==> src/rtl/sort_batch_ctrl.sv <==
// sort_batch_ctrl: batch sequencer for the 32-input odd-even merge sorter.
//   Collects W-bit records into an N-slot load buffer over a valid/ready
//   stream. It then holds the buffer on sort_in for SORT_WAIT settle cycles,
//   captures sort_out, and streams the sorted records out in ascending order.
// Ports:
//   clk, rst_n (async, active-low)
//   in_valid/in_ready/in_data/in_last : record input stream (LOAD only)
//   sort_in  : load buffer to the sorter, slot k at [k*W +: W]
//   sort_out : sorter result, slot 0 smallest
//   out_valid/out_ready/out_data/out_last : sorted output stream (DRAIN only)
//   out_count : real records in the batch; busy : not in LOAD
//   batch_done : one-cycle pulse after the final output handshake
// Build option: SORT_PAD_EN. When it is defined, in_last closes a short batch,
//   unused slots are padded with all-ones, and out_count is variable.
//   When it is undefined, every batch holds N records and out_count is tied to N.
module sort_batch_ctrl #(
  parameter int W         = 29,
  parameter int N         = 32,
  parameter int SORT_WAIT = 2
) (
  input  logic           clk,
  input  logic           rst_n,
  input  logic           in_valid,
  output logic           in_ready,
  input  logic [W-1:0]   in_data,
  input  logic           in_last,
  output logic [N*W-1:0] sort_in,
  input  logic [N*W-1:0] sort_out,
  output logic           out_valid,
  input  logic           out_ready,
  output logic [W-1:0]   out_data,
  output logic           out_last,
  output logic [5:0]     out_count,
  output logic           busy,
  output logic           batch_done
);
  localparam int AW = $clog2(N);

  typedef enum logic [1:0] {IDLE, LOAD, SORT, DRAIN} state_t;
  state_t state, state_nxt;

  logic [N-1:0][W-1:0] lbuf, obuf;
  logic [5:0]          wr_cnt, rd_cnt;
  logic [3:0]          wait_cnt;
  logic                accept, close, settled, out_hs, done;

  assign in_ready  = (state == LOAD);
  assign busy      = (state != LOAD);
  assign out_valid = (state == DRAIN);
  assign accept    = in_valid & in_ready;
  assign sort_in   = lbuf;
  assign settled   = (state == SORT) && (wait_cnt == 4'(SORT_WAIT - 1));
  assign out_last  = out_valid && (rd_cnt == out_count - 6'd1);
  assign out_data  = out_valid ? obuf[rd_cnt[AW-1:0]] : '0;
  assign out_hs    = out_valid & out_ready;
  assign done      = out_hs & out_last;

`ifdef SORT_PAD_EN
  logic [5:0] cnt_q;
  // in_last on the final slot closes a full batch, so no padding is applied.
  assign close     = accept & ((wr_cnt == 6'(N - 1)) | in_last);
  assign out_count = cnt_q;

  always_ff @(posedge clk or negedge rst_n)
    if (!rst_n)     cnt_q <= '0;
    else if (close) cnt_q <= wr_cnt + 6'd1;
`else
  logic unused_in_last;
  assign unused_in_last = in_last;
  assign close          = accept & (wr_cnt == 6'(N - 1));
  assign out_count      = 6'(N);
`endif

  // State register
  always_ff @(posedge clk or negedge rst_n)
    if (!rst_n) state <= IDLE;
    else        state <= state_nxt;

  always_comb begin
    state_nxt = state;
    unique case (state)
      IDLE:    state_nxt = LOAD;
      LOAD:    if (close)   state_nxt = SORT;
      SORT:    if (settled) state_nxt = DRAIN;
      DRAIN:   if (done)    state_nxt = LOAD;
      default: state_nxt = IDLE;
    endcase
  end

  // Load buffer. The closing write of a short batch pads every higher slot
  // in the same edge, so that pads sort to the top of the output.
  always_ff @(posedge clk or negedge rst_n)
    if (!rst_n) lbuf <= '0;
    else
      for (int k = 0; k < N; k++) begin
        if (accept && wr_cnt == 6'(k)) lbuf[k] <= in_data;
`ifdef SORT_PAD_EN
        else if (close && wr_cnt < 6'(k)) lbuf[k] <= '1;
`endif
      end

  always_ff @(posedge clk or negedge rst_n)
    if (!rst_n) begin
      wr_cnt     <= '0;
      rd_cnt     <= '0;
      wait_cnt   <= '0;
      batch_done <= 1'b0;
      obuf       <= '0;
    end else begin
      batch_done <= done;
      if (accept)    wr_cnt <= wr_cnt + 6'd1;
      else if (done) wr_cnt <= '0;
      if (close)               wait_cnt <= '0;
      else if (state == SORT)  wait_cnt <= wait_cnt + 4'd1;
      if (settled)     rd_cnt <= '0;
      else if (out_hs) rd_cnt <= rd_cnt + 6'd1;
      if (settled) obuf <= sort_out;
    end
endmodule

==> config.mk <==
export PLATFORM = sky130hd
export DESIGN_NAME = sort_batch_ctrl
export DESIGN_NICKNAME = d
export VERILOG_FILES = /design/src/rtl/sort_batch_ctrl.sv
export SDC_FILE = /design/constraint.sdc
export NUM_CORES = 2
export LEC_CHECK = 0
export BUFFER_PORTS_ARGS = -buffer_cell sky130_fd_sc_hd__buf_2
export CELL_PAD_IN_SITES_DETAIL_PLACEMENT = 1
export CELL_PAD_IN_SITES_GLOBAL_PLACEMENT = 2
export CORE_AREA = 2 2 761 763
export CTS_BUF_LIST = sky130_fd_sc_hd__clkbuf_4 sky130_fd_sc_hd__clkbuf_8
export DETAILED_ROUTE_END_ITERATION = 12
export DIE_AREA = 0 0 763 765
export PLACE_DENSITY_LB_ADDON = 0.1
export SLEW_MARGIN = 20
export SYNTH_ARGS = -nofsm -noshare
export SYNTH_HDL_FRONTEND = slang
export SYNTH_SLANG_ARGS = --single-unit
==> constraint.sdc <==
create_clock -name clk -period 2 [get_ports clk]
set_input_delay 0.2 -clock clk [delete_from_list [all_inputs] [get_ports clk]]
set_output_delay 0.2 -clock clk [all_outputs]
set_load 0.01 [all_outputs]
# == Yosys cells after proc, flatten, opt, wreduce, memory -nomap -nowiden ==
# Index checks and enable logic that the tools add are counted.
# word_totals
output_inout_bits,968
elab_cells,170
regBits,1875
inputBits,962
# classes
n_mux,13
reduce_logical,40
n_eq_ne,40
n_bitwise,4
addsub,3
order_cmp,1
# op_table
operator,n
$bmux W29 S5,1
$eq A6 B5 Y1 const B,17
$mux W29,2
$eq A6 B4 Y1 const B,8
$logic_and A1 B1 Y1,34
$eq A6 B3 Y1 const B,4
$mux W6,4
$add A6 B1 Y6 const B,2
$eq A6 B2 Y1 const B,2
$mux W4,2
$pmux W2 S4,1
$eq A6 B1 Y1 const B,1
$logic_not A6 Y1,1
$lt A5 B6 Y1 const B,1
$mux W2,3
$ne A2 B1 Y1 const B,3
$reduce_bool A2 Y1,3
$add A4 B1 Y4 const B,1
$and A1 B1 Y1,4
$eq A2 B2 Y1 const B,2
$eq A4 B1 Y1 const B,1
$reduce_and A3 Y1,1
$eq A2 B1 Y1 const B,1
$logic_not A2 Y1,1
$ne A2 B2 Y1 const B,1

# == Logic depth before layout (Yosys ltp) ==
# depth
word_depth,5
mapped_depth,9
depth_no_buf,6

# == Least setup slack after synthesis ==
# OpenSTA, ideal clock, no wires.
# synth_path
path_type,register -> register
startpoint,register state[1]
endpoint,"register lbuf, in the netlist sort_in[902]"
setup_ns,0.125
required_ns,1.875
path_slack_ns,-0.064
path_buffers,2
stages_incl_launch_ff,8
arrival_ns,1.939
synth_period_minus_slack_ns,2.064
path_cell_list,dfrtp_1 inv_1 ha_1 buf_4 nand2_2 nor4b_4 buf_6 mux2_2
# synth_between
elab_chain_len,3
# synth_lines
item,line,source
start: declaration,40,"state_t state, state_nxt;"
start signal: assignment,77,else state <= state_nxt;
$eq A2 B1 Y1,47,assign in_ready = (state == LOAD);
net in_ready,24,"output logic in_ready,"
$and A1 B1 Y1,50,assign accept = in_valid & in_ready;
$logic_and A1 B1 Y1,96,if (accept && wr_cnt == 6'(k)) lbuf[k] <= in_data;
end signal: indexed assignment,96,
end: declaration,42,"logic [N-1:0][W-1:0] lbuf, obuf;"
# The timed path passes the listed nets, and every way through them passes these cells.
# A chain may end at the register's enable or synchronous reset.

# == Final worst setup path ==
# layout_path
startpoint,register rd_cnt[1]
endpoint,output port out_data[11]
# layout_between
elab_chain_len,3
# layout_lines
item,line,source
start: declaration,43,"logic [5:0] wr_cnt, rd_cnt;"
start signal: assignment,116,else if (out_hs) rd_cnt <= rd_cnt + 6'd1;
$bmux W29 S5,54,assign out_data = out_valid ? obuf[rd_cnt[AW-1:0]] : '0;
$mux W29 (implied by the code),54,
$mux W29,54,
end: declaration,31,"output logic [W-1:0] out_data,"
# No other way between the ends. The select of a mux whose other input is x is not followed.

==> results by group <==
Run status
  – Outcome: finished with violations
  – Failing checks: setup timing

Route
  – Drt pass-1 iters: 5
  – Antenna viol nets, final: 0
  – Initial DRC Count: 2804
  – Residual DRC count: 0
  – Routed WL: 513000 um
  – Vias: 64.0k
  – DR WL/cell: 29.3 um
  – Via-per-instance ratio: 3.65

Setup path
  – CP startpoint kind: flop
  – Most used cell, CP: buf_12
  – Slowest-stage cell, CP: dfrtp_4
  – WS Path Type: reg -> out
  – Max incr delay on CP: 0.57 ns
  – Critical Path AT: 3.66 ns
  – CP Cell Sequence: buf_12, buf_12, buf_16, buf_8, mux4_2, o22ai_4, nor4_4, buf_6
  – CP endpoint kind: output port
  – Worst path required time: 1.80 ns
  – CP Max Fanout: 8

Placed design
  – Input/output buffers: 1922
  – Area post-placement: 103000 um2
  – HPWL after DPL: 394000 um
  – Setup WS pre-CTS: -1.50 ns
  – Routability Congestion: 0.778
  – Inst Count DP: 14.7k

Clocking
  – H-tree levels: 5
  – Root Driver: clkbuf_8
  – CTS Buffer Depth: 4
  – Clock sinks: 1875
  – Worst skew pair latency: 1.16 ns
  – Clock transition at the registers of the reported paths: 0.06 ns
  – CTS tree: done
  – Cts bufs inserted: 407

Floorplanning
  – DIE AREA: 584000 um2
  – Core Box Area: 576000 um2
  – Initial core utilization: 0.135
  – Cell row count: 279
  – Chip Width: 763 um
  – Ports: 1930
  – Die Y-Extent: 765 um

Cells and area
  – Layout Cells excl Fill: 17.5k
  – Area of the multi-input gates: 31800 um2
  – FF+latch area: 46900 um2
  – Final nets: 10.5k
  – P&R area growth vs syn: 75.6%
  – Share of cells above drive strength 1: 0.571
  – Commonest non-fill, non-tap cell in the layout: buf_2
  – Layout fillers: 63.5k
  – Most frequent cells in the layout: 1896 x buf_2, 1891 x dlygate4sd3_1, 1872 x dfrtp_1
  – Design area: 137000 um2

Logic synthesis
  – Post-Syn Instances: 4940
  – Ys Warns: 0
  – Post-synthesis sequential area ratio: 0.602
  – Post-Syn Area per Cell: 15.8 um2
  – Netlist Area Pre-Place: 78000 um2
  – Top cells by area, synth: dfrtp_1 60%, mux2_2 27%, mux2i_1 3.0%
  – Synth top area share: 0.602
  – Flops & latches, synth: 1875
  – Post-synth cell types: 55
  – Area leader, netlist: dfrtp_1

Power and ir drop
  – Gate power share: 0.351
  – Switching share of total power: 0.350
  – Psw: 48600 uW
  – Peak VDD IR: 0.515 mV
  – Reg power frac: 0.311
  – Clock network power share: 0.338
  – PD cells: 1010 nW/um2
  – Internal power: 90200 uW
  – Leak: 0.0630 uW

Timing
  – Clock Skews: 0.0808 ns
  – Max Slew Vio Count: 0
  – RSZ-0062 raised after global routing: true
  – Max-slew headroom: 0.343
  – Tightest Pin Transition: 0.985 ns
  – Min cycle time layout: 3.86 ns
  – Final-report hold violation count: 0
  – Final setup vio count: 1894
  – Final WS setup: -1.86 ns
  – Setup TNS: -459.61 ns
  – Final Cycle Share: 1.93
  – Max Freq: 259 MHz

GRT
  – Pin count of the biggest net entering global routing: 87
  – Initial antenna violation count: 310
  – First-pass GRT wire length: 661000 um
  – Total global-route track usage: 0.166
  – Vias in the first global route: 70.4k
  – Total gr overflow: 0

Flow run
  – Max Cap Viol: 0

Worst hold path
  – Worst Hold Class: in -> reg
-- cells in the mapped netlist (all sizes together) --
library cell	count
nand2	8
a32o	2
and2	3
nor4	29
conb	2
nor2b	6
nand3	10
o21ai	35
nor3	1
clkbuf	128
nand3b	1
a21oi	59
nand4	7
o22ai	28
or2	2
a22oi	116
o221a	28
nor4b	2
or3b	1
o21bai	1
nand2b	4
nor2	45
o31a	1
a211oi	1
ha	10
mux4	88
xor2	6
xnor2	2
buf	275
nand4b	2
mux2	1912
o211ai	1
dfrtp	1875
nand4bb	1
inv	8
mux2i	233
o31ai	4
a22o	1
o32a	1
nor3b	1
-- per-layer routing --
layer / global-route usage / share of wire / vias to the layer above
li1: - / - / 27400
met1: 0.205 / 0.42 / 33400
met2: 0.285 / 0.48 / 2186
met3: 0.0479 / 0.067 / 907
met4: 0.0368 / 0.028 / 154
met5: 0 / 0.0018 / -
-- through the flow --
step           hold WS [ns]  power, uW  utilization
6_report              0.168     139000        0.238
5_1_grt              0.0383     145000        0.238
4_1_cts             0.00290     141000        0.231
3_5_place_dp         0.0793      83800        0.179
3_3_place_gp         0.0779      83600        0.178
2_1_floorplan       -0.0956      57800            -
-- cell type report --
type / count / share of cell area
Sequential cell: 1875 / 0.343
Timing Repair Buffer: 4577 / 0.289
Multi-Input combinational cell: 2659 / 0.232
Tap cell: 7587 / 0.0694
Clock buffer: 653 / 0.0590
Clock inverter: 63 / 0.00517
Antenna cell: 96 / 0.00176
Inverter: 8 / 0.000274
-- critical path: cells and delay by family, from the launching register on --
| kind | cells | cell delay, ns |
|---|---|---|
| AOI/OAI and AO/OA | 1 | 0.17 |
| buffers and inverters | 5 | 0.91 |
| DFF | 1 | 0.57 |
| muxes | 1 | 0.28 |
| and+or+nand+nor | 1 | 0.56 |
-- kinds of logic (layout without fill, tap and decap cells) --
family	after synthesis	count (layout)	synth area share
AO/OA/AOI/OAI	278	278	0.0248
XOR/XNOR	8	8	0.000899
adder cells (fa/ha/maj)	10	10	0.00160
buffers and inverters	411	5301	0.0302
flip-flops	1875	1875	0.602
multiplexers	2233	2233	0.332
other	2	102	0.0000963
AND/OR/NAND/NOR	123	124	0.00910
-- path summary, 6_finish.rpt --
kind | from | end | slack, ns | cells after the start
min in group asynchronous | rst_n | obuf[536]$_DFFE_PN0P_ | 0.72 | 5
hold reg to reg | sort_in[804]$_DFFE_PN0P_ | sort_in[804]$_DFFE_PN0P_ | 0.48 | 1
hold / removal | sort_out[810] | obuf[810]$_DFFE_PN0P_ | 0.17 | 3
setup reg to reg | rd_cnt[1]$_DFFE_PN0P_ | wr_cnt[5]$_DFFE_PN0P_ | -0.58 | 10
max in group asynchronous | rst_n | sort_in[692]$_DFFE_PN0P_ | 0.03 | 8
setup / recovery | rd_cnt[1]$_DFFE_PN0P_ | out_data[11] | -1.86 | 8
-- power groups by stage --
stage	logic (uW)	clock network, uW	registers [uW]
final	48800	46900	43100
after global routing	51100	50800	43600
after CTS	48200	49300	43200
after detailed placement	40100	0	43800
after global placement	39900	0	43700
after floorplan	13800	0	44000
-- state kept, by name (all words and copies together) (netlist names) --
name and cells:
wait_cnt 4, batch_done 1, wr_cnt 6, obuf 928
sort_in 928, rd_cnt 6, state 2
-- timing repair --
item	in CTS	in global routing
gates resized for setup	364	462
cloned	12	69
setup endpoints to repair	2820	2736
hold endpoints to repair	3748	0
buffers inserted	50	49
hold buffers	1892	0
pin swaps	81	73
Power figures use the tool's default switching activity.
